**src/rtl/multicycle_adder_pkg.sv**
```systemverilog
// Shared state encoding and chunk-count derivation for the multicycle adder and its bench.
package multicycle_adder_pkg;

  localparam int unsigned DEF_WIDTH = 16;
  localparam int unsigned DEF_CHUNK = 4;

  typedef enum logic [1:0] {
    IDLE = 2'd0,
    RUN  = 2'd1,
    DONE = 2'd2
  } state_t;

  // Number of chunk additions needed for one operation.
  function automatic int unsigned calc_nch(input int unsigned width, input int unsigned chunk);
    return width / chunk;
  endfunction

endpackage

```
**src/rtl/multicycle_adder_chunk.sv**
```systemverilog
// One-bit full adder cell and the CHUNK-bit ripple adder built from it.
module full_adder (
  input  logic a,
  input  logic b,
  input  logic cin,
  output logic s,
  output logic cout
);

  assign s    = a ^ b ^ cin;
  assign cout = (a & b) | (cin & (a ^ b));

endmodule

module adder_chunk #(
  parameter int unsigned W = 4
) (
  input  logic [W-1:0] a,
  input  logic [W-1:0] b,
  input  logic         cin,
  output logic [W-1:0] s,
  output logic         cout,
  output logic         cmsb
);

  // Ripple chain; each stage keeps its own carry nets so the chain has no self-referencing vector.
  for (genvar i = 0; i < W; i++) begin : g_fa
    logic ci;
    logic co;
    if (i == 0) begin : g_first
      assign ci = cin;
    end else begin : g_next
      assign ci = g_fa[i-1].co;
    end
    full_adder u_fa (
      .a    (a[i]),
      .b    (b[i]),
      .cin  (ci),
      .s    (s[i]),
      .cout (co)
    );
  end

  assign cout = g_fa[W-1].co;
  assign cmsb = g_fa[W-1].ci;

endmodule

```
**src/rtl/multicycle_adder.sv**
```systemverilog
// Add/subtract WIDTH-bit operands CHUNK bits per clock using one shared chunk adder.
module multicycle_adder
  import multicycle_adder_pkg::*;
#(
  parameter int unsigned WIDTH = DEF_WIDTH,
  parameter int unsigned CHUNK = DEF_CHUNK
) (
  input  logic             clk,
  input  logic             reset,
  input  logic             start,
  input  logic             sub,
  input  logic [WIDTH-1:0] a,
  input  logic [WIDTH-1:0] b,
  output logic             ready,
  output logic             done,
  output logic [WIDTH:0]   sum,
  output logic             overflow
);

  localparam int unsigned NCH = calc_nch(WIDTH, CHUNK);
  localparam int unsigned IW  = (NCH > 1) ? $clog2(NCH) : 1;
  localparam logic [IW-1:0] LAST_IDX = IW'(NCH - 1);

  state_t            state;
  state_t            state_nxt;
  logic [IW-1:0]     idx;
  logic              accept;
  logic              last;

  logic [WIDTH-1:0]  a_r;
  logic [WIDTH-1:0]  b_r;
  logic              carry;
  logic [CHUNK-1:0]  a_ch;
  logic [CHUNK-1:0]  b_ch;
  logic [CHUNK-1:0]  s_ch;
  logic              cout_ch;
  logic              cmsb_ch;

  assign accept = (state == IDLE) && start;
  assign last   = (idx == LAST_IDX);
  assign a_ch   = a_r[idx*CHUNK +: CHUNK];
  assign b_ch   = b_r[idx*CHUNK +: CHUNK];

  adder_chunk #(.W(CHUNK)) u_chunk (
    .a    (a_ch),
    .b    (b_ch),
    .cin  (carry),
    .s    (s_ch),
    .cout (cout_ch),
    .cmsb (cmsb_ch)
  );

  // Control: state register and chunk index counter.
  always_ff @(posedge clk) begin
    if (reset) begin
      state <= IDLE;
      idx   <= '0;
    end else begin
      state <= state_nxt;
      if (accept) begin
        idx <= '0;
      end else if (state == RUN) begin
        idx <= last ? '0 : idx + 1'b1;
      end
    end
  end

  // Next-state logic.
  always_comb begin
    state_nxt = state;
    case (state)
      IDLE:    if (start) state_nxt = RUN;
      RUN:     if (last)  state_nxt = DONE;
      DONE:    state_nxt = IDLE;
      default: state_nxt = IDLE;
    endcase
  end

  // Status outputs decoded from the state register.
  always_comb begin
    ready = 1'b0;
    done  = 1'b0;
    case (state)
      IDLE:    ready = 1'b1;
      DONE:    done  = 1'b1;
      default: ;
    endcase
  end

  // Datapath: operand capture (b pre-inverted for subtract) and chunked result accumulation.
  always_ff @(posedge clk) begin
    if (reset) begin
      a_r      <= '0;
      b_r      <= '0;
      carry    <= 1'b0;
      sum      <= '0;
      overflow <= 1'b0;
    end else if (accept) begin
      a_r   <= a;
      b_r   <= b ^ {WIDTH{sub}};
      carry <= sub;
    end else if (state == RUN) begin
      sum[idx*CHUNK +: CHUNK] <= s_ch;
      carry                   <= cout_ch;
      if (last) begin
        sum[WIDTH] <= cout_ch;
        overflow   <= cmsb_ch ^ cout_ch;
      end
    end
  end

endmodule

```
**config.mk**
```make
export PLATFORM = sky130hd
export DESIGN_NAME = multicycle_adder
export DESIGN_NICKNAME = d
export VERILOG_FILES = /design/src/rtl/multicycle_adder_pkg.sv /design/src/rtl/multicycle_adder_chunk.sv /design/src/rtl/multicycle_adder.sv
export SDC_FILE = /design/constraint.sdc
export NUM_CORES = 1
export LEC_CHECK = 0
export ABC_AREA = 1
export ABC_CLOCK_PERIOD_IN_PS = 3650
export CORE_UTILIZATION = 35
export DETAILED_ROUTE_END_ITERATION = 6
export MAX_ROUTING_LAYER = met4
export PLACE_DENSITY = 0.61
export SLEW_MARGIN = 20
export SYNTH_ARGS = -nofsm -noshare
export SYNTH_HDL_FRONTEND = slang
export SYNTH_HIERARCHICAL = 1
export SYNTH_SLANG_ARGS = --single-unit
```
**constraint.sdc**
```tcl
create_clock -name clk -period 3.65 [get_ports clk]
set_input_delay 0.73 -clock clk [delete_from_list [all_inputs] [get_ports clk]]
set_output_delay 0.73 -clock clk [all_outputs]
set_load 0.005 [all_outputs]
```
==> flow_metrics.tcl <==
set metrics [dict create \
    placed_cells 513 \
    hold_start "sum[14]$_SDFFE_PP0P_" \
    cts.sinks 55 \
    hold_viol_final 0 \
    max_freq_mhz 297 \
    path_clk_slew_ns 0.10 \
    place.gp.congestion 0.823 \
    cts-hold-fix-buffers 0 \
    fin_crit_ns 3.36 \
    cts_buffers 5 \
    cts_resized 0 \
    cp-startpoint "idx[0]$_SDFFE_PP0N_" \
    reg2reg_depth 13 \
    ys_warn_count 6 \
    ir_worst_vdd_mv 0.173 \
    post-route-drc-count 0 \
    crit_arrival_ns 3.62 \
    cts_buffer_depth 2 \
    io_buffer_count 55 \
    wl_per_cell_um 11.2 \
    die_w_um 90.6 \
    critPathLaunchType "register" \
    power.leakage_nw 1.47 \
    post_cts_buffers 0 \
    grt_usage_pct 15.3 \
    syn2layout_area_growth_pct 25.5 \
    drive_above_1_share_pct 5.45 \
    fin_crit_sh_pct 92.1 \
    wl_um 5850 \
    finalClockSkew_ns 0.00576 \
    multi_input_area_um2 1420 \
    reg2reg_slack_ns 0.29 \
    ys_types 31 \
    grt_overflow_total 0 \
    maxCapViolations 0 \
    io_pins 56 \
    tightest_slew_ns 0.883 \
    die_y_um 90.6 \
    seq_area_um2 1100 \
    grt_max_degree 42 \
    async_reset_ff_share_pct 0 \
    fin_cells 521 \
    hpwl_um 4320 \
    drtPass1Iterations 4 \
    fp-row-count 31 \
    vias_per_cell 4.58 \
    endpoint "sum[7]$_SDFFE_PP0P_" \
    ant_nets 0 \
    cts_root_buffer "clkbuf_8" \
    clk_latency_ns 0.31 \
    slew_viol_final 0 \
    min_path_type "reg -> reg" \
    rsz0062_at_grt "no" \
    syn_inst 374 \
    path_max_fanout 18 \
    regToRegStartpoint "idx[0]$_SDFFE_PP0N_" \
    syn_nets 421 \
    worstPathRequired_ns 3.91 \
    ys_ff_latch 55 \
    r2r_end "sum[7]$_SDFFE_PP0P_" \
    slew_headroom_pct 41.0 \
    synth_edf_count 0 \
    setup_viol 0 \
    h-tree-depth 2 \
    ys_seq_area_share_pct 40.0 \
    netlist_area_um2 2750 \
    drt_iter0_drc 81 \
    antenna_found_initial 0 \
    grt_pass1_vias 2190 \
    crit_path_end_kind "register" \
    place_area_um2 3320 \
    power_density_nw_per_um2 404 \
    holdWs_ns 0.470 \
    die_area_um2 8220 \
    core_area_um2 7410 \
    via_count 2387 \
    fin_setup_tns_ns 0 \
    synth_ff_type "dfxtp_1" \
    antenna_cells 0 \
    crit_type "reg -> reg" \
    grt_first_pass_wirelength_um 10000 \
    cts_tree "yes" \
    fillers 755 \
    start_util_pct 37.1 \
    status "finished, final reports clean" \
    final_nets 468 \
    stdcell_area_um2 3450 \
    synth_area_per_cell_um2 7.35 \
]
==> synth_stat cells, types with 2 or more instances <==
cell type / number / area share, %
nor2_1: 87 / 12
xor2_1: 11 / 3.5
inv_1: 23 / 3.1
o21ai_0: 36 / 6.6
a21oi_1: 16 / 2.9
nor2_4: 3 / 1.2
clkbuf_1: 4 / 0.55
o21ai_1: 12 / 2.2
ha_1: 7 / 3.2
nand3_1: 12 / 2.2
dfxtp_1: 55 / 40
buf_6: 4 / 1.6
o22ai_1: 5 / 1.1
nand2_4: 2 / 0.82
inv_2: 3 / 0.41
nand2_1: 67 / 9.1
buf_4: 2 / 0.55
buf_2: 4 / 0.73
fa_1: 4 / 2.9
xnor2_1: 6 / 1.9
==> area by class of cell <==
class                           instances  share of cell area (%)
Multi-Input combinational cell        274                    41.0
Sequential cell                        55                    31.9
Timing Repair Buffer                   58                    16.6
Clock buffer                            5                    1.99
Clock inverter                          3                    1.96
Tap cell                               99                    3.59
Inverter                               27                    2.94
==> cell families after synthesis <==
kind of cell             count (synthesis)  share of synthesized area (%)
buffers and inverters                   45                           8.46
XOR/XNOR                                17                           5.41
flip-flops                              55                           40.0
adder cells (fa/ha/maj)                 11                           6.10
AO/OA/AOI/OAI                           69                           12.8
AND/OR/NAND/NOR                        177                           27.2
==> cell usage in the layout, fill, tap and decap left out, drive strengths merged <==
master         count
fa                 4
dfxtp             55
bufinv             2
o21ai             48
clkinv             1
clkdlybuf4s50     55
ha                 7
inv               26
nor3               1
nand2             70
buf                3
nand4              1
nor2              92
clkinvlp           1
o22ai              5
xor2              11
clkbuf             5
nand3             13
xnor2              6
a21oi             16
==> routing by layer <==
metal	share of wire, %	up-vias	routed length, um	global-route usage [%]
met2	45	46	2660	24.2
met4	1.0	0	61	4.30
met3	3.6	7	209	3.20
met1	50	1066	2920	19.8
met5	0	-	0	-
li1	-	1268	-	-
==> sequential cells by signal, summed over array words and instances (netlist names) <==
register	flops
a_r	16
b_r	16
carry	1
idx	2
overflow	1
state	2
sum	17
==> how the worst min path moves through the flow <==
stage,end,cells past startpoint,slack (ns)
floorplan,b_r[2]$_SDFFE_PP0P_,2,0.44
detailed placement,sum[13]$_SDFFE_PP0P_,2,0.46
finish,sum[14]$_SDFFE_PP0P_,2,0.47
CTS,sum[13]$_SDFFE_PP0P_,2,0.47
global route,sum[13]$_SDFFE_PP0P_,2,0.49
global placement,sum[13]$_SDFFE_PP0P_,2,0.45
==> worst max-delay path: stages (launching register included) <==
cell and delay (ns):
dfxtp_1 0.55, inv_2 0.20, o21ai_0 0.19, o22ai_1 0.12
fa_1 0.44, fa_1 0.39, fa_1 0.43, fa_1 0.55
nand2_1 0.08, nor2_1 0.13, nand2_1 0.06, nand2_1 0.06
inv_1 0.03, nor2_1 0.07
==> power breakdown <==
group | total [W] | internal (W) | switching [W]
Sequential | 0.000663 | 0.000639 | 0.0000238
Clock | 0.000476 | 0.000273 | 0.000203
Combinational | 0.000255 | 0.000117 | 0.000138
==> metrics by stage <==
step	utilization, %	worst slack (ns)	power, W
after floorplan	-	0.518	0.000846
after global placement	44.8	0.435	0.000929
after detailed placement	44.8	0.336	0.000933
after CTS	46.6	0.312	0.00140
after global routing	46.6	0.0409	0.00148
final	46.6	0.288	0.00139
No activity file was read; power rests on OpenSTA's default activity.
